<file path="src/rtl/op_mem_arbiter.sv">
// Round-robin two-port arbiter/sequencer for the output-peripheral register window (addr[15:11]==WIN_TAG).
// Writes occupy 2 cycles, reads 3. Define OP_ARB_ERR_EN to add out-of-window error outputs.
module op_mem_arbiter #(
  parameter int         DATA_W  = 32,
  parameter int         ADDR_W  = 32,
  parameter logic [4:0] WIN_TAG = 5'b01110
) (
  input  logic              i_clk,
  input  logic              i_rst,
  input  logic              i_req0,
  input  logic              i_we0,
  input  logic [ADDR_W-1:0] i_addr0,
  input  logic [DATA_W-1:0] i_wdata0,
  output logic              o_gnt0,
  output logic              o_rvalid0,
  output logic [DATA_W-1:0] o_rdata0,
  input  logic              i_req1,
  input  logic              i_we1,
  input  logic [ADDR_W-1:0] i_addr1,
  input  logic [DATA_W-1:0] i_wdata1,
  output logic              o_gnt1,
  output logic              o_rvalid1,
  output logic [DATA_W-1:0] o_rdata1,
  output logic              o_mem_wren,
  output logic [ADDR_W-1:0] o_mem_addr,
  output logic [DATA_W-1:0] o_mem_wdata,
  input  logic [DATA_W-1:0] i_mem_rdata,
`ifdef OP_ARB_ERR_EN
  output logic              o_err0,
  output logic              o_err1,
  output logic              o_err_any,
`endif
  output logic              o_busy
);

  typedef enum logic [1:0] {S_IDLE, S_ISSUE, S_RESP} state_t;

  state_t            r_state, w_state_nxt;
  logic              r_ptr;    // port favoured on a tie
  logic              r_sel, r_we, r_inwin;
  logic              r_gnt0, r_gnt1, r_rvalid0, r_rvalid1, r_mem_wren;
  logic [ADDR_W-1:0] r_mem_addr;
  logic [DATA_W-1:0] r_mem_wdata, r_rdata0, r_rdata1;
  logic              w_any_req, w_pick, w_pick_we, w_pick_inwin;
  logic [ADDR_W-1:0] w_pick_addr;
  logic [DATA_W-1:0] w_pick_wdata;
`ifdef OP_ARB_ERR_EN
  logic              r_err0, r_err1, r_err_any;
`endif

  always_comb begin
    w_state_nxt  = r_state;
    w_any_req    = i_req0 | i_req1;
    w_pick       = (i_req0 && i_req1) ? r_ptr : i_req1;
    w_pick_we    = w_pick ? i_we1    : i_we0;
    w_pick_addr  = w_pick ? i_addr1  : i_addr0;
    w_pick_wdata = w_pick ? i_wdata1 : i_wdata0;
    w_pick_inwin = (w_pick_addr[15:11] == WIN_TAG);
    case (r_state)
      S_IDLE:  if (w_any_req) w_state_nxt = S_ISSUE;
      S_ISSUE: w_state_nxt = r_we ? S_IDLE : S_RESP;
      S_RESP:  w_state_nxt = S_IDLE;
      default: w_state_nxt = S_IDLE;
    endcase
  end

  always_ff @(posedge i_clk) begin
    if (!i_rst) r_state <= S_IDLE;
    else        r_state <= w_state_nxt;
  end

  // Outputs are registered on the edge entering the state in which they must be visible.
  always_ff @(posedge i_clk) begin
    if (!i_rst) begin
      r_ptr       <= 1'b0;
      r_sel       <= 1'b0;
      r_we        <= 1'b0;
      r_inwin     <= 1'b0;
      r_gnt0      <= 1'b0;
      r_gnt1      <= 1'b0;
      r_rvalid0   <= 1'b0;
      r_rvalid1   <= 1'b0;
      r_mem_wren  <= 1'b0;
      r_mem_addr  <= '0;
      r_mem_wdata <= '0;
      r_rdata0    <= '0;
      r_rdata1    <= '0;
`ifdef OP_ARB_ERR_EN
      r_err0      <= 1'b0;
      r_err1      <= 1'b0;
      r_err_any   <= 1'b0;
`endif
    end else begin
      r_gnt0     <= 1'b0;
      r_gnt1     <= 1'b0;
      r_rvalid0  <= 1'b0;
      r_rvalid1  <= 1'b0;
      r_mem_wren <= 1'b0;
`ifdef OP_ARB_ERR_EN
      r_err0     <= 1'b0;
      r_err1     <= 1'b0;
`endif
      case (r_state)
        S_IDLE: begin
          if (w_any_req) begin
            r_sel       <= w_pick;
            r_we        <= w_pick_we;
            r_inwin     <= w_pick_inwin;
            r_mem_addr  <= w_pick_addr;
            r_mem_wdata <= w_pick_wdata;
            r_mem_wren  <= w_pick_we & w_pick_inwin;
            if (w_pick_we) begin
              r_gnt0 <= ~w_pick;
              r_gnt1 <= w_pick;
`ifdef OP_ARB_ERR_EN
              r_err0    <= ~w_pick & ~w_pick_inwin;
              r_err1    <= w_pick & ~w_pick_inwin;
              r_err_any <= r_err_any | ~w_pick_inwin;
`endif
            end
          end
        end
        S_ISSUE: begin
          if (r_we) begin
            r_ptr <= ~r_sel;
          end else begin
            if (r_sel) r_rdata1 <= r_inwin ? i_mem_rdata : '0;
            else       r_rdata0 <= r_inwin ? i_mem_rdata : '0;
            r_gnt0    <= ~r_sel;
            r_gnt1    <= r_sel;
            r_rvalid0 <= ~r_sel;
            r_rvalid1 <= r_sel;
`ifdef OP_ARB_ERR_EN
            r_err0    <= ~r_sel & ~r_inwin;
            r_err1    <= r_sel & ~r_inwin;
            r_err_any <= r_err_any | ~r_inwin;
`endif
          end
        end
        S_RESP:  r_ptr <= ~r_sel;
        default: ;
      endcase
    end
  end

  assign o_gnt0      = r_gnt0;
  assign o_gnt1      = r_gnt1;
  assign o_rvalid0   = r_rvalid0;
  assign o_rvalid1   = r_rvalid1;
  assign o_rdata0    = r_rdata0;
  assign o_rdata1    = r_rdata1;
  assign o_mem_wren  = r_mem_wren;
  assign o_mem_addr  = r_mem_addr;
  assign o_mem_wdata = r_mem_wdata;
  assign o_busy      = (r_state != S_IDLE);
`ifdef OP_ARB_ERR_EN
  assign o_err0      = r_err0;
  assign o_err1      = r_err1;
  assign o_err_any   = r_err_any;
`endif

endmodule

</file>
<file path="config.mk">
export PLATFORM = sky130hd
export DESIGN_NAME = op_mem_arbiter
export DESIGN_NICKNAME = d
export VERILOG_FILES = /design/src/rtl/op_mem_arbiter.sv
export SDC_FILE = /design/constraint.sdc
export NUM_CORES = 1
export LEC_CHECK = 0
export ABC_CLOCK_PERIOD_IN_PS = 1200
export BUFFER_PORTS_ARGS = -buffer_cell sky130_fd_sc_hd__buf_2
export CAP_MARGIN = 20
export CORE_AREA = 2 2 141 143
export CTS_BUF_LIST = sky130_fd_sc_hd__clkbuf_2 sky130_fd_sc_hd__clkbuf_4 sky130_fd_sc_hd__clkbuf_8
export DETAILED_ROUTE_END_ITERATION = 10
export DIE_AREA = 0 0 143 145
export MAX_ROUTING_LAYER = met4
export SLEW_MARGIN = 5
export SYNTH_ARGS = -nofsm -noshare
export SYNTH_HDL_FRONTEND = slang
export SYNTH_SLANG_ARGS = --single-unit
</file>
<file path="constraint.sdc">
create_clock -name i_clk -period 1.2 [get_ports i_clk]
set_input_delay 0.36 -clock i_clk [delete_from_list [all_inputs] [get_ports i_clk]]
set_output_delay 0.36 -clock i_clk [all_outputs]
set_load 0.02 [all_outputs]
</file>
==> results of run 1 <==
## worst paths after layout
| check | startpoint | endpoint | slack (ns) |
|---|---|---|---|
| hold / removal | i_addr1[22] | o_mem_addr[22] | 0.15 |
| setup / recovery | r_state[1] | o_busy | -0.40 |
| hold reg to reg | o_rdata0[10] | o_rdata0[10] | 0.46 |
| setup reg to reg | r_state[1] | o_rdata1[3] | -0.33 |
## routing by layer
layer / up-vias / track usage [%] / wire length, um / share of wire [%]
met5: - / - / 0 / 0
li1: 3077 / - / - / -
met3: 26 / 4.62 / 1520 / 7.1
met1: 2987 / 25.2 / 8930 / 42
met2: 263 / 34.4 / 10500 / 49
met4: 0 / 6.49 / 378 / 1.8
## registers in the layout, summed over array words and instances (netlist names), 2 cells and up
name	flops
o_mem_addr	32
o_mem_wdata	32
o_rdata0	32
o_rdata1	32
r_state	2
## cells in the mapped netlist, drive strengths merged, types with 2 or more instances
master | n | area (um^2)
nand2 | 200 | 751
dfxtp | 139 | 2780
a31oi | 67 | 419
nand3 | 67 | 335
a21boi | 66 | 495
o21ai | 66 | 330
clkbuf | 34 | 128
buf | 31 | 262
and2 | 5 | 31.3
mux2i | 3 | 30.0
nor2 | 3 | 27.5
nand2b | 2 | 12.5
nor3b | 2 | 25.0
## power by group
group / switching, mW / internal (mW)
registers: 0.219 / 4.98
logic: 1.56 / 1.72
clock network: 2.06 / 1.95
total: 3.84 / 8.64
## metrics by stage
stage / cells / util, % / setup TNS, ns
6_report: 1309 / 51.8 / -46.71
5_1_grt: 1309 / 51.8 / -63.35
4_1_cts: 1294 / 50.8 / -47.70
2_1_floorplan: 693 / - / -5.67
3_3_place_gp: 1229 / 39.6 / -20.18
3_5_place_dp: 1229 / 39.6 / -22.87
## cell type report
class	count	area, um^2
clock buffer	18	248
clock inverter	14	159
fill	1750	9260
inverter	1	3.75
multi-input combinational	489	2630
sequential	139	2950
tap	265	332
timing repair buffer	383	3630
## worst max-delay path, cell delays in order, from the launching register on
cell,delay (ns)
dfxtp_2,0.33
or2_4,0.25
buf_6,0.11
buf_6,0.12
## repair_timing
action / 4_1_cts / 5_1_grt
pin swaps: 9 / 9
gates resized for setup: 445 / 20
endpoints found under the setup margin: 269 / 271
cloned: 15 / 2
setup buffers: 18 / 15
## logic make-up after synthesis
family          count (synthesis)
buf+inv                        66
compound gates                199
mux                             3
simple gates                  286
flops                         139
## cells in the final DEF, fill, tap and decap left out, types with 3 or more instances in the layout
master,netlist,layout
dfxtp_2,0,136
buf_2,8,164
dfxtp_1,139,3
o21ai_0,50,49
inv_6,0,5
nand2_2,0,10
nand2_1,200,189
clkbuf_8,0,18
buf_16,0,9
buf_6,13,141
and2_4,0,3
clkinvlp_4,0,4
a21boi_1,60,62
a21boi_2,0,3
buf_4,10,35
buf_8,0,4
a31oi_1,67,66
bufbuf_16,0,3
buf_12,0,25
nand3_1,67,64
o21ai_1,16,17
nand3_2,0,3
==> flow_summary_export.csv, run 1 <==
group,metric,value,unit
layout,fin_area,9950,um^2
logic_synthesis,synthCells,693,
run_status,status,"finished with violations",
hold_path,min_path_cells,3,
floorplanning,die_h,145,um
logic_synthesis,synth_top_family_by_area,"compound AO/OA/AOI/OAI gates",
clock_network,root_buffer,"clkbuf_8",
clock_network,clk_pin_slew,0.09,ns
timing,rsz0062_at_grt,"true",
worst_setup_path,end_kind,"output pin",
timing,slew_violations,0,
timing,setup_ws,-0.405,ns
global_route,gr-total-overflow,0,
logic_synthesis,yosys_warnings,0,
routing,drt_pass1_iterations,5,
routing,vias_per_cell,4.85,
place,place_worst_setup_slack,-0.266,ns
routing,drt_iter0_drc,306,
clock_network,cts.sinks,139,
floorplanning,die_w,143,um
floorplanning,coreArea,19200,um^2
timing,slew_headroom,63.4,%
logic_synthesis,synth-seq-cells,139,
clock_network,cts_tree,"done",
routing,avgRoutedWirePerCell,16.3,um
floorplanning,initial_utilization,29.6,%
place,post_dp_cell_area,7600,um^2
pwr,ir_worst_vdd,0.624,mV
clock_network,h-tree-depth,4,
timing,whs,0.151,ns
routing,wl,21400,um
logic_synthesis,synth_fa_ha_area_share,0,%
layout,nets,1197,
hold_path,hold_path_class,"input port to flip-flop",
floorplanning,die-area,20700,um^2
layout,synthToLayoutAreaGrowth,74.9,%
timing,tightest_slew,0.546,ns
layout,post_route_cells_drive_above_1_share,55.6,%
logic_synthesis,synth_nets,859,
place,gp_congestion,0.788,
clock_network,insertion_delay,0.45,ns
logic_synthesis,yosys.area_share.simple,21.8,%
timing,fin_crit,1.60,ns
logic_synthesis,yosys-mux-area-fraction,0.528,%
timing,finalHoldViolCount,0,
worst_setup_path,startpoint_type,"flip-flop",
logic_synthesis,synth_cell_types,26,
timing,skew,0.0119,ns
logic_synthesis,synth_top_flop_cell,"dfxtp_1",
global_route,grt_max_degree,65,
logic_synthesis,synth_edf_count,0,
routing,detail-route-antenna-nets,0,
pwr,p_per_area,1250,nW/um^2
worst_setup_path,cp.required,0.84,ns
logic_synthesis,async_reset_ff_share,0,%
clock_network,numCtsBuffers,17,
floorplanning,fp-row-count,51,
routing,drc,0,
timing,setup_viol,269,
layout,n_antenna_cell,0,
logic_synthesis,avgSynthCellArea,8.21,um^2
clock_network,cts_max_path_buffers,2,
logic_synthesis,yosys.area_share.xor_xnor,0,%
global_route,grt_use_total,20.8,%
place,dp.final_hpwl,13100,um
pwr,power,12.5,mW
floorplanning,io_pins,300,
global_route,grt_pass1_wl,33200,um
run_status,violations,"negative setup slack",
worst_setup_path,worstPathMaxFanout,2,
worst_setup_path,crit_type,"flip-flop to output pin",
place,io_buffers,299,
global_route,grt_pass1_vias,6264,
logic_synthesis,netlist_area,5690,um^2
logic_synthesis,synth_compound_area_share,21.9,%
timing,period_share,134,%
global_route,antenna_found_initial,0,
routing,via_count,6353,
timing,fmax,623,MHz
clock_network,postCtsHoldBufs,0,
logic_synthesis,yosysSeqAreaShare,48.9,%
worst_setup_path,reg2regPathDepth,9,
pwr,p_leak,4.29,nW
worst_setup_path,worstPathArrival,1.24,ns
flow_run,maxCapViolations,0,
No activity file was read; power rests on OpenSTA's default activity.
==> inputs of run 2 (changes only) <==
--- a/config.mk
+++ b/config.mk
@@ -13,6 +13,7 @@
 export DETAILED_ROUTE_END_ITERATION = 10
 export DIE_AREA = 0 0 143 145
 export MAX_ROUTING_LAYER = met4
+export PLACE_DENSITY = 0.68
 export SLEW_MARGIN = 5
 export SYNTH_ARGS = -nofsm -noshare
 export SYNTH_HDL_FRONTEND = slang
==> flow_summary_export.csv, run 2 (synthesis gave the netlist of run 1 again) <==
group,metric,value,unit
layout,nets,1219,
global_route,gr-total-overflow,0,
worst_setup_path,worstReg2RegStart,"r_state[0]",
place,gp_congestion,0.804,
clock_network,root_buffer,"clkbuf_8",
layout,final_cell_mix,"nand2_1 (164), buf_2 (164), buf_6 (150)",
clock_network,postCtsHoldBufs,0,
routing,drc,0,
floorplanning,coreArea,19200,um^2
flow_run,maxCapViolations,0,
worst_setup_path,critPathLaunch,"r_state[0]",
routing,detail-route-antenna-nets,0,
run_status,status,"finished with violations",
place,dp.final_hpwl,12300,um
routing,via_count,6510,
pwr,ir_worst_vdd,0.659,mV
place,post_dp_cell_area,7550,um^2
floorplanning,initial_utilization,29.6,%
layout,synthToLayoutAreaGrowth,85.4,%
layout,fin_area,10500,um^2
clock_network,insertion_delay,0.45,ns
timing,skew,0.0157,ns
floorplanning,die_h,145,um
timing,setup_viol,270,
routing,avgRoutedWirePerCell,17.3,um
layout,fin_cells,1331,
global_route,grt_pass1_wl,34100,um
routing,wl,23000,um
routing,vias_per_cell,4.89,
timing,rsz0062_at_grt,"true",
timing,slew_headroom,64.4,%
routing,drt_iter0_drc,217,
pwr,p_per_area,1180,nW/um^2
global_route,antenna_found_initial,0,
routing,drt_pass1_iterations,4,
clock_network,clk_pin_slew,0.10,ns
worst_setup_path,worstPathMaxFanout,2,
pwr,p_leak,4.50,nW
timing,fin_crit,1.62,ns
timing,slew_violations,0,
worst_setup_path,reg2regPathDepth,9,
clock_network,cts_max_path_buffers,2,
hold_path,hold_path_class,"input port to flip-flop",
pwr,power,12.5,mW
hold_path,min_path_cells,3,
timing,setup_ws,-0.417,ns
worst_setup_path,crit_type,"flip-flop to output pin",
global_route,grt_pass1_vias,6356,
clock_network,cts_tree,"done",
floorplanning,fp-row-count,51,
hold_path,hp-start,"i_addr1[19]",
floorplanning,die-area,20700,um^2
global_route,grt_use_total,21.7,%
worst_setup_path,cp.required,0.84,ns
global_route,grt_max_degree,65,
timing,period_share,135,%
clock_network,h-tree-depth,4,
worst_setup_path,startpoint_type,"flip-flop",
layout,n_antenna_cell,0,
clock_network,numCtsBuffers,17,
floorplanning,die_w,143,um
floorplanning,io_pins,300,
clock_network,cts.sinks,139,
place,io_buffers,299,
timing,fmax,618,MHz
timing,tightest_slew,0.532,ns
timing,finalHoldViolCount,0,
place,dpl.cell_count,1223,
worst_setup_path,end_kind,"output pin",
worst_setup_path,worstPathArrival,1.26,ns
timing,fin_tns_setup,-48.70,ns
layout,post_route_cells_drive_above_1_share,62.9,%
run_status,violations,"negative setup slack",
==> run 2: worst paths after layout <==
check                   end  slack [ns]
max                  o_busy       -0.42
min          o_mem_addr[19]        0.15
min reg2reg    o_rdata0[28]        0.45
max reg2reg    o_rdata0[31]       -0.38
==> run 2: power breakdown <==
part           switching (mW)  internal (mW)
Sequential              0.226           4.97
Combinational            1.69           1.82
Clock                    2.04           1.73
==> run 2: worst max-delay path, stage by stage (launching register included) <==
cell and delay [ns]:
dfxtp_2 0.34, or2_4 0.23, buf_6 0.11, buf_6 0.12
==> run 2: layout make-up <==
class	count	area, um^2
Fill cell	1663	8660
Timing Repair Buffer	405	3870
Multi-Input combinational cell	489	3000
Sequential cell	139	2960
Tap cell	265	332
Clock buffer	18	248
Clock inverter	14	135
Inverter	1	3.75
==> run 2: repair_timing <==
action | CTS | global route
setup endpoints to repair | 269 | 271
resized for setup | 461 | 119
pin swaps | 17 | 60
gates cloned | 20 | 3
setup buffers | 31 | 27
==> run 2: metal layers <==
layer | track usage (%) | vias up | share of wire [%]
met3 | 4.85 | 48 | 6.6
met4 | 7.03 | 0 | 3.0
met5 | - | - | 0
met2 | 36.7 | 290 | 51
li1 | - | 3117 | -
met1 | 25.3 | 3055 | 40
==> run 2: through the flow <==
step           hold WS (ns)  setup slack, ns  util [%]
2_1_floorplan         0.452          -0.0716         -
3_3_place_gp          0.437           -0.220      39.3
3_5_place_dp          0.442           -0.265      39.3
4_1_cts               0.119           -0.450      51.6
5_1_grt               0.114           -0.480      54.9
6_report              0.146           -0.417      54.9
==> inputs of run 3 (changes only) <==
==> constraint.sdc (replaced) <==
create_clock -name i_clk -period 1.2 [get_ports i_clk]
set_input_delay 0.18 -clock i_clk [delete_from_list [all_inputs] [get_ports i_clk]]
set_output_delay 0.18 -clock i_clk [all_outputs]
set_load 0.02 [all_outputs]
==> flow_summary_export.csv, run 3 (synthesis gave the netlist of run 1 again) <==
group,metric,value,unit
run_status,status,"finished with violations",
run_status,violations,"negative setup slack",
timing,slew_headroom,63.6,%
clock_network,h-tree-depth,4,
clock_network,numCtsBuffers,17,
worst_setup_path,crit_top_cell,"buf_6",
floorplanning,initial_utilization,29.6,%
worst_setup_path,crit_slowest_cell,"dfxtp_4",
place,dpl.cell_count,1221,
timing,period_share,127,%
worst_setup_path,crit_type,"flip-flop to flip-flop",
layout,nets,1333,
place,dp.final_hpwl,12500,um
routing,via_count,7246,
routing,wl,25100,um
layout,final_cell_mix,"buf_2 (237), nand2_1 (198), dlygate4sd3_1 (162)",
global_route,grt_pass1_wl,33900,um
routing,drt_pass1_iterations,5,
routing,detail-route-antenna-nets,0,
clock_network,cts_max_path_buffers,2,
worst_setup_path,worstPathCellList,"or2_4 -> buf_6 -> nor2_8 -> buf_6 -> clkbuf_16 -> o21ai_1 -> a31oi_1",
routing,vias_per_cell,5.01,
layout,fin_cells,1445,
global_route,grt_pass1_vias,6816,
floorplanning,die_w,143,um
pwr,p_per_area,1230,nW/um^2
global_route,antenna_found_initial,0,
timing,fmax,654,MHz
worst_setup_path,max_stage_delay,0.36,ns
layout,final_common_cell,"buf_2",
timing,tightest_slew,0.538,ns
worst_setup_path,worstPathArrival,1.90,ns
place,gp_congestion,0.783,
layout,synthToLayoutAreaGrowth,88.0,%
place,io_buffers,299,
global_route,gr-total-overflow,0,
floorplanning,io_pins,300,
floorplanning,die_h,145,um
routing,avgRoutedWirePerCell,17.4,um
global_route,grt_use_total,20.9,%
pwr,p_leak,4.68,nW
global_route,grt_max_degree,69,
timing,rsz0062_at_grt,"true",
clock_network,clk_pin_slew,0.10,ns
timing,setup_ws,-0.328,ns
timing,finalHoldViolCount,0,
pwr,ir_worst_vdd,0.668,mV
floorplanning,coreArea,19200,um^2
worst_setup_path,end_kind,"flip-flop",
clock_network,root_buffer,"clkbuf_8",
layout,post_route_cells_drive_above_1_share,41.9,%
worst_setup_path,worstPathMaxFanout,5,
clock_network,cts.sinks,139,
place,place_worst_setup_slack,-0.184,ns
layout,n_antenna_cell,0,
worst_setup_path,startpoint_type,"flip-flop",
flow_run,maxCapViolations,0,
routing,drc,0,
hold_path,hold_path_class,"input port to flip-flop",
timing,setup_viol,138,
floorplanning,fp-row-count,51,
timing,slew_violations,0,
layout,n_fill_cell,1608,
floorplanning,die-area,20700,um^2
worst_setup_path,cp.required,1.57,ns
clock_network,insertion_delay,0.44,ns
timing,fin_crit,1.53,ns
clock_network,cts_tree,"done",
routing,drt_iter0_drc,399,
timing,skew,0.0160,ns
[run 3: worst max-delay path: cells and delay by family (launching register included)]
family,cells,cell delay [ns]
compound gates,2,0.26
flops,1,0.36
buf+inv,3,0.45
simple gates,2,0.39
[run 3: layout make-up]
type                    count  area (um^2)  area share [%]
clock buffers              17          234            2.19
clock inverters            15          236            2.21
inverters                   1         3.75          0.0351
multi-input cells         488         2870            26.9
flip-flops and latches    139         2820            26.4
well taps                 265          332            3.10
repair buffers            520         4190            39.2
[run 3: per-layer routing]
layer  routed length [um]  track usage (%)
met5                    0                -
met4                  922             10.9
met3                 1960             4.92
met2                12300             32.8
met1                10000             24.8
[run 3: path summary, 6_finish.rpt]
path	from	end	slack [ns]	cells past startpoint
max	r_state[1]	o_mem_addr[23]	-0.33	7
min	i_addr1[11]	o_mem_wren	0.08	4
max reg2reg	r_state[1]	o_mem_addr[23]	-0.33	7
min reg2reg	o_rdata0[30]	o_rdata0[30]	0.45	2
[run 3: power breakdown]
group | internal [mW] | switching (mW)
logic | 1.69 | 1.78
registers | 4.94 | 0.225
clock network | 2.53 | 2.03
[run 3: what timing repair did]
action | CTS | global route
gates resized for setup | 40 | 207
endpoints found under the setup margin | 137 | 181
pin swaps | 1 | 47
hold buffers | 161 | 1
cloned | 0 | 19
endpoints found under the hold margin | 126 | 1
setup buffers | 2 | 9
[run 3: per-stage QoR]
stage	hold WS (ns)	utilization, %	setup TNS [ns]	power, mW	cell area, um^2
2_1_floorplan	0.331	-	-5.67	6.52	5730
3_3_place_gp	0.438	39.1	-14.00	7.35	7520
3_5_place_dp	0.443	39.1	-17.11	7.37	7520
4_1_cts	0.00352	50.1	-30.80	12.4	9630
5_1_grt	0.0696	55.7	-41.77	13.8	10700
6_report	0.0835	55.7	-31.26	13.2	10700
